==> config.mk <==
export PLATFORM = sky130hd
export DESIGN_NAME = alu_seq_core_flat
export DESIGN_NICKNAME = d
export VERILOG_FILES = /design/src/rtl/alu_seq_core_if.sv /design/src/rtl/alu_seq_core.sv /design/src/flat_wrapper.sv
export SDC_FILE = /design/constraint.sdc
export NUM_CORES = 1
export LEC_CHECK = 0
export BUFFER_PORTS_ARGS = -buffer_cell sky130_fd_sc_hd__buf_2
export CAP_MARGIN = 20
export CORE_MARGIN = 3
export CORE_UTILIZATION = 62
export DETAILED_ROUTE_END_ITERATION = 16
export PLACE_DENSITY = 0.79
export SLEW_MARGIN = 20
export SYNTH_ARGS = -nofsm -noshare
export SYNTH_HDL_FRONTEND = slang
export SYNTH_SLANG_ARGS = --single-unit
==> constraint.sdc <==
create_clock -name clk -period 4.1 [get_ports clk]
set_clock_uncertainty 0.15 [all_clocks]
set_input_delay 0.82 -clock clk [delete_from_list [all_inputs] [get_ports clk]]
set_output_delay 0.82 -clock clk [all_outputs]
set_load 0.05 [all_outputs]
==> src/rtl/alu_seq_core_if.sv <==
// rtl/alu_seq_core_if.sv - operand/result handshake bundle for alu_seq_core
interface alu_seq_core_if #(
  parameter int WIDTH = 8
);
  logic             in_valid;
  logic             in_ready;
  logic [3:0]       op;
  logic [WIDTH-1:0] a;
  logic [WIDTH-1:0] b;
  logic             out_valid;
  logic             out_ready;
  logic [WIDTH-1:0] result;
  logic [3:0]       flags;
  logic             busy;

  modport master (
    output in_valid, op, a, b, out_ready,
    input  in_ready, out_valid, result, flags, busy
  );

  modport slave (
    input  in_valid, op, a, b, out_ready,
    output in_ready, out_valid, result, flags, busy
  );
endinterface

==> src/rtl/alu_seq_core.sv <==
// rtl/alu_seq_core.sv - registered ALU with valid/ready handshake and shift-add multiplier
module alu_seq_core #(
  parameter int WIDTH = 8,
  parameter int SHW   = $clog2(WIDTH)
) (
  input  logic          clk,
  input  logic          rst,
  alu_seq_core_if.slave bus
);
  typedef enum logic [1:0] {ST_IDLE, ST_MUL, ST_DONE} state_t;

  localparam logic [3:0] OP_ADD = 4'd0;
  localparam logic [3:0] OP_SUB = 4'd1;
  localparam logic [3:0] OP_AND = 4'd2;
  localparam logic [3:0] OP_OR  = 4'd3;
  localparam logic [3:0] OP_XOR = 4'd4;
  localparam logic [3:0] OP_NOT = 4'd5;
  localparam logic [3:0] OP_SHL = 4'd6;
  localparam logic [3:0] OP_SHR = 4'd7;
  localparam logic [3:0] OP_SAR = 4'd8;
  localparam logic [3:0] OP_MUL = 4'd9;
  localparam logic [3:0] OP_ADC = 4'd10;
  localparam logic [3:0] OP_CMP = 4'd11;

  localparam int MSB = WIDTH - 1;

  state_t               state_q, state_d;
  logic [WIDTH-1:0]     result_q, result_d;
  logic [3:0]           flags_q, flags_d;
  logic                 cin_q, cin_d;
  logic [SHW-1:0]       cnt_q, cnt_d;
  logic [2*WIDTH-1:0]   mcand_q, mcand_d;
  logic [2*WIDTH-1:0]   acc_q, acc_d;
  logic [WIDTH-1:0]     mplier_q, mplier_d;

  logic                 in_ready;
  logic                 accept;
  logic                 hi_nz;
  logic [2*WIDTH-1:0]   acc_next;

  logic [SHW-1:0]       amt;
  logic                 cin_use;
  logic [WIDTH:0]       sum_ext;
  logic [WIDTH:0]       dif_ext;
  logic [WIDTH:0]       shl_ext;
  logic [WIDTH:0]       shr_ext;
  logic [WIDTH:0]       sar_ext;
  logic [WIDTH-1:0]     alu_res;
  logic                 alu_c;
  logic                 alu_v;

  // Shifts run one bit wider so the last bit shifted out lands in the extra
  // position; an amount of zero naturally leaves that position clear.
  always_comb begin
    amt     = bus.b[SHW-1:0];
    cin_use = (bus.op == OP_ADC) ? cin_q : 1'b0;
    sum_ext = {1'b0, bus.a} + {1'b0, bus.b} + {{WIDTH{1'b0}}, cin_use};
    dif_ext = {1'b0, bus.a} - {1'b0, bus.b};
    shl_ext = {1'b0, bus.a} << amt;
    shr_ext = {bus.a, 1'b0} >> amt;
    sar_ext = $unsigned($signed({bus.a, 1'b0}) >>> amt);

    alu_res = '0;
    alu_c   = 1'b0;
    alu_v   = 1'b0;
    case (bus.op)
      OP_ADD, OP_ADC: begin
        alu_res = sum_ext[WIDTH-1:0];
        alu_c   = sum_ext[WIDTH];
        alu_v   = (bus.a[MSB] == bus.b[MSB]) && (sum_ext[MSB] != bus.a[MSB]);
      end
      OP_SUB, OP_CMP: begin
        alu_res = (bus.op == OP_CMP) ? bus.a : dif_ext[WIDTH-1:0];
        alu_c   = dif_ext[WIDTH];
        alu_v   = (bus.a[MSB] != bus.b[MSB]) && (dif_ext[MSB] != bus.a[MSB]);
      end
      OP_AND: alu_res = bus.a & bus.b;
      OP_OR:  alu_res = bus.a | bus.b;
      OP_XOR: alu_res = bus.a ^ bus.b;
      OP_NOT: alu_res = ~bus.a;
      OP_SHL: begin
        alu_res = shl_ext[WIDTH-1:0];
        alu_c   = shl_ext[WIDTH];
      end
      OP_SHR: begin
        alu_res = shr_ext[WIDTH:1];
        alu_c   = shr_ext[0];
      end
      OP_SAR: begin
        alu_res = sar_ext[WIDTH:1];
        alu_c   = sar_ext[0];
      end
      default: alu_res = '0;
    endcase
  end

  assign acc_next = acc_q + (mplier_q[0] ? mcand_q : '0);

  always_comb begin
    state_d  = state_q;
    result_d = result_q;
    flags_d  = flags_q;
    cin_d    = cin_q;
    cnt_d    = cnt_q;
    mcand_d  = mcand_q;
    mplier_d = mplier_q;
    acc_d    = acc_q;
    in_ready = 1'b0;
    hi_nz    = 1'b0;

    case (state_q)
      ST_IDLE: in_ready = 1'b1;
      ST_MUL: begin
        acc_d    = acc_next;
        mcand_d  = mcand_q << 1;
        mplier_d = mplier_q >> 1;
        cnt_d    = cnt_q + 1'b1;
        if (cnt_q == SHW'(WIDTH - 1)) begin
          hi_nz    = |acc_next[2*WIDTH-1:WIDTH];
          state_d  = ST_DONE;
          cnt_d    = '0;
          result_d = acc_next[WIDTH-1:0];
          flags_d  = {hi_nz, acc_next[MSB], (acc_next[WIDTH-1:0] == '0), hi_nz};
          cin_d    = hi_nz;
        end
      end
      ST_DONE: begin
        in_ready = bus.out_ready;
        if (bus.out_ready) state_d = ST_IDLE;
      end
      default: state_d = ST_IDLE;
    endcase

    accept = bus.in_valid & in_ready;
    if (accept) begin
      if (bus.op == OP_MUL) begin
        state_d  = ST_MUL;
        cnt_d    = '0;
        acc_d    = '0;
        mcand_d  = {{WIDTH{1'b0}}, bus.a};
        mplier_d = bus.b;
      end else begin
        state_d  = ST_DONE;
        result_d = alu_res;
        flags_d  = {alu_v, alu_res[MSB], (alu_res == '0), alu_c};
        cin_d    = alu_c;
      end
    end
  end

  always_ff @(posedge clk or posedge rst) begin
    if (rst) begin
      state_q  <= ST_IDLE;
      result_q <= '0;
      flags_q  <= '0;
      cin_q    <= 1'b0;
      cnt_q    <= '0;
      mcand_q  <= '0;
      mplier_q <= '0;
      acc_q    <= '0;
    end else begin
      state_q  <= state_d;
      result_q <= result_d;
      flags_q  <= flags_d;
      cin_q    <= cin_d;
      cnt_q    <= cnt_d;
      mcand_q  <= mcand_d;
      mplier_q <= mplier_d;
      acc_q    <= acc_d;
    end
  end

  assign bus.in_ready  = in_ready;
  assign bus.out_valid = (state_q == ST_DONE);
  assign bus.busy      = (state_q == ST_MUL);
  assign bus.result    = result_q;
  assign bus.flags     = flags_q;
endmodule

==> src/flat_wrapper.sv <==
// flat-port wrapper written by rule: the top's interface ports become plain ports
module alu_seq_core_flat 
#(
  parameter int WIDTH = 8,
  parameter int SHW   = $clog2(WIDTH)
)
  (clk, rst, bus_in_valid, bus_op, bus_a, bus_b, bus_out_ready, bus_in_ready, bus_out_valid, bus_result, bus_flags, bus_busy);
  alu_seq_core_if #(.WIDTH(WIDTH)) bus_i ();
  input  logic clk;
  input  logic rst;
  input wire logic [$bits(bus_i.in_valid)-1:0] bus_in_valid;
  input wire logic [$bits(bus_i.op)-1:0] bus_op;
  input wire logic [$bits(bus_i.a)-1:0] bus_a;
  input wire logic [$bits(bus_i.b)-1:0] bus_b;
  input wire logic [$bits(bus_i.out_ready)-1:0] bus_out_ready;
  output wire logic [$bits(bus_i.in_ready)-1:0] bus_in_ready;
  output wire logic [$bits(bus_i.out_valid)-1:0] bus_out_valid;
  output wire logic [$bits(bus_i.result)-1:0] bus_result;
  output wire logic [$bits(bus_i.flags)-1:0] bus_flags;
  output wire logic [$bits(bus_i.busy)-1:0] bus_busy;
  assign bus_i.in_valid = bus_in_valid;
  assign bus_i.op = bus_op;
  assign bus_i.a = bus_a;
  assign bus_i.b = bus_b;
  assign bus_i.out_ready = bus_out_ready;
  assign bus_in_ready = bus_i.in_ready;
  assign bus_out_valid = bus_i.out_valid;
  assign bus_result = bus_i.result;
  assign bus_flags = bus_i.flags;
  assign bus_busy = bus_i.busy;
  alu_seq_core #(.WIDTH(WIDTH), .SHW(SHW)) u_core (.clk(clk), .rst(rst), .bus(bus_i));
endmodule
==> results.yml <==
grt:
  first_global_vias: 5143
  grt_use_met3_pct: 7.71
  grt_first_pass_wirelength_um: 25900
  grt-ovfl-total: 0
  grt_use_met2_pct: 49.0
  grtUsageTotal_pct: 32.8
  antenna_found_initial: 0
  grt_max_degree: 45
  busiest_layer: "met2"
  grt_use_met1_pct: 46.4
placed_design:
  placed_area_sq_um: 5640
  hpwlAfterDp_um: 11800
  dp_slack_ps: 268
  port_buffers: 38
  gp_congestion: 1.02
timing:
  tns_ps: 0
  min_period_over_period_pct: 87.3
  period_needed_ps: 3580
  slew_headroom_pct: 32.1
  fmax_mhz: 279
  worst-slew-pin-transition_ps: 1020
  fin_ws_ps: 519
  setup_violations: 0
  rsz0062_at_grt: "false"
  hold_viol: 0
  drv_slew: 0
final_layout:
  diodes: 0
  fillers: 685
  final_util_pct: 70.1
  area.growth.synth_to_final_pct: 8.85
  nNetsFinal: 789
  design_area_sq_um: 5820
  drive_above_1_share_pct: 12.6
setup_path:
  end_kind: "register"
  arrival_ps: 3710
  path_cells: "buf_2 > inv_1 > ha_1 > o21ba_2 > nor4_1 > a2111oi_2 > o21bai_1 > a21oi_1 > o21ai_0 > nor4_1 > a32o_1"
  required_ps: 4230
  cp.depth: 11
  reg2regPathDepth: 11
  worst-path-buf-inv: 2
  criticalPathCategory: "input pin to register"
  cp_top_family: "compound AO/OA/AOI/OAI gates"
  cp_max_fo: 11
  cp_common_cell: "nor4_1"
  crit_path_start_kind: "input pin"
  max_stage_delay_ps: 580
  slowest_stage: "nor4_1"
drt:
  vias: 5460
  ant_nets: 0
  drc_errors: 0
  via_per_inst: 6.59
  first_pass_iters: 6
  wire_per_inst_um: 18.9
  drtIter0Drc: 471
  routed_wl_um: 15600
pwr:
  combPwrFrac_pct: 53.7
  pwr-share-seq_pct: 30.5
  switching_share_pct: 46.3
  switching_power_w: 0.00141
  internal-power_w: 0.00164
  power_density_nw_per_um2: 524
  peakVddDrop_uv: 275
  pwr-share-clk_pct: 15.8
  leakagePower_nw: 2.66
  p_total_w: 0.00305
status:
  status: "finished, final reports clean"
job:
  cap_violations: 0
synthesis:
  synth_area_per_cell_sq_um: 7.68
  yosysSeqAreaShare_pct: 27.2
  ys_warn_count: 0
  syn_inst: 696
  synth_edf_count: 0
  syn-num-nets: 766
  ys_ff_latch: 58
  synthDistinctLibCells: 68
  synth_area_sq_um: 5350
  synthFlopType: "dfrtp_1"
  async_flop_share_pct: 100
cts:
  cts_max_path_buffers: 2
  post_cts_buffers: 0
  cts-resized-gates: 0
  cts_tree: "done"
  cts_hold_buf: 0
  clkSinkCount: 58
  clk_latency_ps: 350
  cts_root_buf: "clkbuf_8"
  numCtsBuffers: 9
  clk_pin_slew_worst_paths_ps: 80
  htreeDepth: 3
die:
  die_h_um: 98.9
  die_x_um: 98.9
  core_sq_um: 8300
  placementRows: 33
  num_io_pins: 39
  dieArea_sq_um: 9770
  initial_core_util_pct: 64.4
worst_hold_path:
  hold_path_class: "input pin to asynchronous set/reset pin"
[synthesized netlist by cell type (3+ instances only)]
cell / n / share of area, %
nand4_1: 7 / 0.82
xor2_1: 9 / 1.5
o31ai_1: 4 / 0.56
nor2_1: 58 / 4.1
fa_1: 4 / 1.5
ha_1: 42 / 9.8
a31oi_1: 21 / 2.5
nand3_1: 15 / 1.4
mux2i_1: 5 / 0.94
inv_1: 25 / 1.8
a21oi_1: 70 / 6.6
dfrtp_1: 58 / 27
nor2b_1: 8 / 0.94
nand2b_1: 6 / 0.70
o21bai_1: 7 / 0.98
xnor2_1: 10 / 1.6
a2111oi_0: 3 / 0.49
o211ai_1: 7 / 0.98
nand2_1: 122 / 8.6
clkbuf_1: 36 / 2.5
and3_1: 5 / 0.59
buf_2: 8 / 0.75
mux4_2: 5 / 2.1
a211oi_1: 12 / 1.7
a221o_1: 3 / 0.56
o21a_1: 6 / 0.84
o2111ai_1: 4 / 0.66
or3_1: 8 / 0.94
a21o_1: 8 / 1.1
o22ai_1: 8 / 0.94
a22oi_1: 4 / 0.56
and2_1: 18 / 2.1
o221ai_1: 5 / 0.82
nor3_1: 9 / 0.84
a211o_1: 3 / 0.49
nor4_1: 5 / 0.59
o21ai_0: 28 / 2.6
[power by group through the flow]
| stage | Combinational (W) | Sequential, W | Clock (W) |
|---|---|---|---|
| floorplan | 0.00112 | 0.000985 | 0 |
| global placement | 0.00155 | 0.000925 | 0 |
| detailed placement | 0.00159 | 0.000936 | 0 |
| CTS | 0.00161 | 0.000925 | 0.000489 |
| global route | 0.00180 | 0.000953 | 0.000509 |
| finish | 0.00164 | 0.000929 | 0.000480 |
[sequential cells by signal, indices dropped and copies added, names as in the netlist]
name / flops
u_core.acc_q: 16
u_core.bus.flags: 4
u_core.bus.result: 8
u_core.cin_q: 1
u_core.cnt_q: 3
u_core.mcand_q: 16
u_core.mplier_q: 8
u_core.state_q: 2
[final timing paths]
kind                                    start                   to  slack [ps]
max reg2reg                 u_core.mcand_q[0]  u_core.bus.flags[3]         600
max in group asynchronous                 rst    u_core.state_q[0]        2610
min reg2reg                u_core.mplier_q[7]   u_core.mplier_q[7]         360
min in group clk           u_core.mplier_q[7]   u_core.mplier_q[7]         360
min                                       rst      u_core.acc_q[9]         360
max                                  bus_a[1]  u_core.bus.flags[1]         520
[layout by cell type (no fill, tap or decap), types with 4 or more instances in the layout]
| cell type | synthesis | layout |
|---|---|---|
| a211oi_1 | 12 | 12 |
| a21o_1 | 8 | 8 |
| a21oi_1 | 70 | 70 |
| a22oi_1 | 4 | 4 |
| a31oi_1 | 21 | 21 |
| and2_1 | 18 | 18 |
| and3_1 | 5 | 5 |
| buf_2 | 8 | 38 |
| buf_4 | 1 | 21 |
| clkbuf_8 | 0 | 10 |
| dfrtp_1 | 58 | 58 |
| fa_1 | 4 | 4 |
| ha_1 | 42 | 42 |
| inv_1 | 25 | 24 |
| mux2i_1 | 5 | 5 |
| mux4_2 | 5 | 5 |
| nand2_1 | 122 | 122 |
| nand2b_1 | 6 | 6 |
| nand3_1 | 15 | 15 |
| nand4_1 | 7 | 7 |
| nor2_1 | 58 | 58 |
| nor2b_1 | 8 | 8 |
| nor3_1 | 9 | 8 |
| nor4_1 | 5 | 5 |
| o2111ai_1 | 4 | 4 |
| o211ai_1 | 7 | 7 |
| o21a_1 | 6 | 6 |
| o21ai_0 | 28 | 28 |
| o21bai_1 | 7 | 7 |
| o221ai_1 | 5 | 5 |
| o22ai_1 | 8 | 8 |
| o31ai_1 | 4 | 4 |
| or3_1 | 8 | 8 |
| xnor2_1 | 10 | 10 |
| xor2_1 | 9 | 9 |
[metrics by stage]
stage,hold WS (ps),std cells
6_report,356,829
3_3_place_gp,327,813
5_1_grt,398,829
2_1_floorplan,313,696
3_5_place_dp,349,813
4_1_cts,368,829
[cell type report]
type / instances / area, sq um / area share [%]
Timing Repair Buffer: 59 / 348 / 5.98
Sequential cell: 58 / 1450 / 24.9
Tap cell: 105 / 131 / 2.26
Clock inverter: 6 / 41.3 / 0.710
Multi-Input combinational cell: 564 / 3610 / 62.0
Clock buffer: 10 / 138 / 2.37
Inverter: 27 / 101 / 1.74
[layer usage]
layer	vias up	wire length, um
li1	2550	-
met1	2578	6660
met2	292	6940
met3	40	1600
met4	0	431
met5	-	0
[logic make-up after synthesis]
group	count (synthesis)	share of synthesized area [%]
muxes	11	3.25
DFF	58	27.2
buffers and inverters	74	5.45
xor gates and xnor gates	20	3.42
AOI/OAI and AO/OA	213	25.8
and+or+nand+nor	274	23.5
adders and majority gates	46	11.3
(Power assumes the default switching activity.)
